## config.mk

```make
export PLATFORM = sky130hd
export DESIGN_NAME = pipeline_hazard_ctrl
export DESIGN_NICKNAME = d
export VERILOG_FILES = /design/src/rtl/pipeline_hazard_ctrl.sv
export SDC_FILE = /design/constraint.sdc
export NUM_CORES = 1
export LEC_CHECK = 0
export ABC_AREA = 1
export CAP_MARGIN = 15
export CORE_MARGIN = 1.5
export CORE_UTILIZATION = 35
export DETAILED_ROUTE_END_ITERATION = 12
export PLACE_DENSITY = 0.82
export REMOVE_ABC_BUFFERS = 1
export SYNTH_ARGS = -nofsm -noshare
export SYNTH_HDL_FRONTEND = slang
export SYNTH_SLANG_ARGS = --single-unit
```

## constraint.sdc

```tcl
create_clock -name clk -period 1.4 [get_ports clk]
set_input_delay 0.28 -clock clk [delete_from_list [all_inputs] [get_ports clk]]
set_output_delay 0.28 -clock clk [all_outputs]
set_load 0.005 [all_outputs]
```

## src/rtl/pipeline_hazard_ctrl.sv

```systemverilog
// Stall/flush sequencer for the five-stage pipeline front end (PC, IF/ID, ID/EX).
// Define PIPE_HAZARD_PERF_EN to build the saturating stall/flush performance counters.
module pipeline_hazard_ctrl (
  input  logic        clk,
  input  logic        reset,
  input  logic [4:0]  IFID_rs,
  input  logic [4:0]  IFID_rt,
  input  logic        IFID_usesrt,
  input  logic [2:0]  IFID_pcsrc,
  input  logic        branch_taken,
  input  logic        IDEX_memrd,
  input  logic        IDEX_regwr,
  input  logic [4:0]  IDEX_wa,
  input  logic        EXMEM_memrd,
  input  logic [4:0]  EXMEM_rd,
  input  logic        exc_req,
  output logic        PC_wr,
  output logic        IFID_wr,
  output logic        IFID_flush,
  output logic        IDEX_flush,
  output logic        EXMEM_flush,
  output logic        exc_ack,
  output logic [15:0] stall_cnt,
  output logic [15:0] flush_cnt
);

  typedef enum logic {RUN, HOLD} state_t;

  state_t     state_q, state_d;
  logic [1:0] rem_q, rem_d;
  logic       exc_prev_q;
  logic       idex_hit, exmem_hit, is_ctrl, ctrl_flush, exc_fire;
  logic [1:0] need;

  assign idex_hit  = (IDEX_wa != 5'd0) &&
                     ((IDEX_wa == IFID_rs) || (IFID_usesrt && (IDEX_wa == IFID_rt)));
  assign exmem_hit = (EXMEM_rd != 5'd0) &&
                     ((EXMEM_rd == IFID_rs) || (IFID_usesrt && (EXMEM_rd == IFID_rt)));
  assign is_ctrl    = (IFID_pcsrc == 3'b001) || (IFID_pcsrc == 3'b011);
  assign ctrl_flush = (IFID_pcsrc == 3'b010) || (IFID_pcsrc == 3'b011) ||
                      ((IFID_pcsrc == 3'b001) && branch_taken);
  // A held request is serviced once; only its rising edge triggers the flush.
  assign exc_fire   = exc_req && !exc_prev_q;

  // Rules are applied in ascending order so the last hit yields the maximum.
  always_comb begin
    need = 2'd0;
    if (IDEX_memrd && idex_hit)                             need = 2'd1;
    if (is_ctrl && IDEX_regwr && !IDEX_memrd && idex_hit)   need = 2'd1;
    if (is_ctrl && EXMEM_memrd && exmem_hit)                need = 2'd1;
    if (is_ctrl && IDEX_memrd && idex_hit)                  need = 2'd2;
  end

  always_comb begin
    state_d     = state_q;
    rem_d       = rem_q;
    PC_wr       = 1'b1;
    IFID_wr     = 1'b1;
    IFID_flush  = 1'b0;
    IDEX_flush  = 1'b0;
    EXMEM_flush = 1'b0;
    exc_ack     = 1'b0;
    if (reset) begin
      PC_wr       = 1'b0;
      IFID_wr     = 1'b0;
      IFID_flush  = 1'b1;
      IDEX_flush  = 1'b1;
      EXMEM_flush = 1'b1;
      state_d     = RUN;
      rem_d       = 2'd0;
    end else if (exc_fire) begin
      IFID_wr     = 1'b0;
      IFID_flush  = 1'b1;
      IDEX_flush  = 1'b1;
      EXMEM_flush = 1'b1;
      exc_ack     = 1'b1;
      state_d     = RUN;
      rem_d       = 2'd0;
    end else if (state_q == HOLD) begin
      PC_wr      = 1'b0;
      IFID_wr    = 1'b0;
      IDEX_flush = 1'b1;
      rem_d      = rem_q - 2'd1;
      if (rem_d == 2'd0) state_d = RUN;
    end else if (need != 2'd0) begin
      // The control-transfer flush is deferred to the first RUN cycle after the stall.
      PC_wr      = 1'b0;
      IFID_wr    = 1'b0;
      IDEX_flush = 1'b1;
      if (need == 2'd2) begin
        state_d = HOLD;
        rem_d   = 2'd1;
      end
    end else begin
      IFID_flush = ctrl_flush;
    end
  end

  always_ff @(posedge clk or posedge reset) begin
    if (reset) begin
      state_q    <= RUN;
      rem_q      <= 2'd0;
      exc_prev_q <= 1'b0;
    end else begin
      state_q    <= state_d;
      rem_q      <= rem_d;
      exc_prev_q <= exc_req;
    end
  end

`ifdef PIPE_HAZARD_PERF_EN
  logic [15:0] stall_cnt_q, flush_cnt_q;

  // Outside reset, PC_wr is low only on stall cycles (an exception loads the vector).
  always_ff @(posedge clk or posedge reset) begin
    if (reset) begin
      stall_cnt_q <= 16'h0;
      flush_cnt_q <= 16'h0;
    end else begin
      if (!PC_wr && (stall_cnt_q != 16'hFFFF)) stall_cnt_q <= stall_cnt_q + 16'd1;
      if (IFID_flush && (flush_cnt_q != 16'hFFFF)) flush_cnt_q <= flush_cnt_q + 16'd1;
    end
  end

  assign stall_cnt = stall_cnt_q;
  assign flush_cnt = flush_cnt_q;
`else
  assign stall_cnt = 16'h0;
  assign flush_cnt = 16'h0;
`endif

endmodule

```

==> results.cfg <==
[timing]
drv_slew = 0
finalSetupViolCount = 5
fin_crit_sh_pct = 115
rsz0062_at_grt = true
skew_ns = 0.00732
fin_setup_tns_ns = -0.786
fin_hold_ws_ns = 0.200
min_period_ns = 1.62
final.setup.worst_slack_ns = -0.215
finalHoldViolations = 0
max_freq_ghz = 0.619

[yosys]
synth_simple_gate_area_share_pct = 45.5
synth_top_area_share_pct = 26.1
synth_seq_area_share_pct = 10.7
synth-compound-area-share_pct = 1.61
syn-cell-area_um2 = 935
synth_area_leader_cell = nand2_1
ys_ff_latch = 4
synth-adder-area-share_pct = 1.34
synth_cell_type_count = 18
yosys.area_share.xor_xnor_pct = 1.87
yosysWarnings = 0
synth_top_family_by_area = simple AND/OR/NAND/NOR gates
syn_inst = 174
synth_mux_area_share_pct = 0
yosys-top-cells-area = nand2_1 (26%), buf_4 (26%), inv_1 (11%)
syn_avg_cell_area_um2 = 5.37

[placed_design]
io_buffers = 36
dp_slack_ns = -0.870
placed_area_um2 = 1300
dpl.hpwl_um = 1900
gp_congestion = 0.858

[power_and_ir_drop]
power.sequential.fraction_pct = 18.6
p_sw_share_pct = 37.3
p_total_mw = 0.646
p_clk_share_pct = 23.6
ir_drop_uv = 366
internal_power_mw = 0.405
power_frac_comb_pct = 57.8
power-per-cell-area_nw_per_um2 = 413
leakage_nw = 0.952
p_sw_mw = 0.241

[drt]
drc_errors = 0
dr.pass1.iters = 4
via_per_inst = 4.35
drt_iter0_drc = 40
drt-total-wl_um = 2810
wl_per_cell_um = 10.4
ant_nets = 0
num_vias = 1170

[finish]
final_nets = 273
nFillCells = 233
drive_above_1_share_pct = 47.7
fin_area_um2 = 1560
area_growth_pct = 67.3
n_antenna_cell = 0

[floorplanning]
ios = 69
die_y_um = 54.7
die_area_um2 = 2990
start_util_pct = 37.4
rows = 18
core_area_um2 = 2500
die_x_um = 54.7

[setup_path]
path_class = in -> out
crit_arrival_ns = 1.34
path_buf_inv = 4
cp-start-kind = input port
cpPeakStageDelay_ns = 0.14
end_kind = primary output
critPathMaxFanout = 3
slowest_stage = nor2_2
cp_cell_sequence = buf_8 > inv_4 > nand2_1 > nand2_1 > nor2_2 > nand3_2 > nand2_2 > nand3_2 > buf_6 > nand4_1 > nand2_1 > buf_2
critPathRequiredTime_ns = 1.12
path_delay_family = simple AND/OR/NAND/NOR gates
cp_common_cell = nand2_1

[global_route]
gr-total-overflow = 0
antenna_found_initial = 0
grt_max_degree = 5
grt_pass1_wl_um = 3600
grt_use_total_pct = 16.2
grt_pass1_vias = 935

[cts]
clockBufferDepth = 2
cts-buffers-inserted = 3
h-tree-depth = 1
clockRootBuffer = clkbuf_4
clk_pin_slew_ns = 0.04
cts_hold_buffers = 0
clkLatencyLatePin_ns = 0.25
cts_tree = yes
cts.sinks = 4

[min_path]
hp-class = in -> async

[run_status]
violations = setup timing
status = finished with violations

[run]
maxCapViolations = 0
==> worst min-delay path, delay by kind of cell <==
family / cells / cell delay (ns)
buffers and inverters: 3 / 0.49
==> placed cells by master, fill, tap and decap left out, types with 2 or more instances in the layout <==
cell              n
nand2_2          18
inv_2            18
dlygate4sd2_1     4
buf_4            20
nand3_2           6
conb_1           32
nor2_2            4
inv_1             9
nor2_4            2
nand2_1          47
nand4_1           4
xnor2_1           2
nor2_1           10
buf_6            25
clkdlybuf4s50_1   2
a21oi_1           2
dfrtp_1           4
nand3_1           5
buf_8             2
inv_4             5
buf_2             5
clkbuf_2          3
clkbuf_4          3
==> stage by stage <==
step / utilization [%] / instances
after CTS: 54.3 / 264
after global placement: 52.0 / 251
after detailed placement: 52.0 / 251
final: 62.6 / 269
after floorplan: - / 173
after global routing: 62.6 / 269
==> synth_stat cells (all sizes together) <==
cell and number:
buf 32, ha 1, a21oi 2, xnor2 2, conb 1, nand2 66, nor2 16, inv 32
nand3 11, nor3 1, o21ai 1, dfrtp 4, nand4 5
==> state kept, by name, summed over array words and instances (netlist names) <==
name / cells
exc_prev_q: 1
state_q: 1
rem_q: 2
==> what timing repair did <==
action                     4_1_cts  5_1_grt
setup endpoints to repair        9        6
pin swaps                       28       32
buffers inserted                10        5
gates resized for setup        140       70
cloned                           0        0
==> power by group through the flow <==
stage / clock network (mW) / registers [mW] / logic [mW]
floorplan: 0 / 0.121 / 0.127
global placement: 0 / 0.121 / 0.289
detailed placement: 0 / 0.121 / 0.294
CTS: 0.153 / 0.120 / 0.300
global route: 0.165 / 0.121 / 0.408
finish: 0.152 / 0.120 / 0.373
==> final timing paths <==
path	cells after the start	slack (ns)	endpoint	startpoint
setup reg to reg	9	0.15	rem_q[0]	exc_prev_q
min in group clk	1	0.33	exc_prev_q	exc_req
hold reg to reg	2	0.54	rem_q[1]	rem_q[1]
setup / recovery	12	-0.22	IFID_flush	IDEX_wa[1]
max in group asynchronous	3	1.09	rem_q[0]	reset
hold / removal	3	0.20	rem_q[1]	reset
==> area by class of cell <==
class,instances,area [um^2],share of cell area [%]
well taps,30,37.5,2.40
repair buffers,63,579,37.0
clock buffers,3,22.5,1.44
inverters,32,133,8.48
flip-flops and latches,4,100,6.40
multi-input cells,137,692,44.2
==> kinds of logic after synthesis <==
kind of cell / count (synthesis)
AOI/OAI and AO/OA: 3
xor gates and xnor gates: 2
adders and majority gates: 1
buffers and inverters: 64
DFF: 4
other: 1
and+or+nand+nor: 99
==> metal layers <==
metal / wire length [um] / track usage (%) / up-vias
met5: 0 / 0 / -
met4: 48 / 3.75 / 0
met3: 204 / 1.37 / 4
met2: 1510 / 31.2 / 54
met1: 1040 / 18.8 / 524
li1: - / - / 588
No activity file was read; power rests on OpenSTA's default activity.
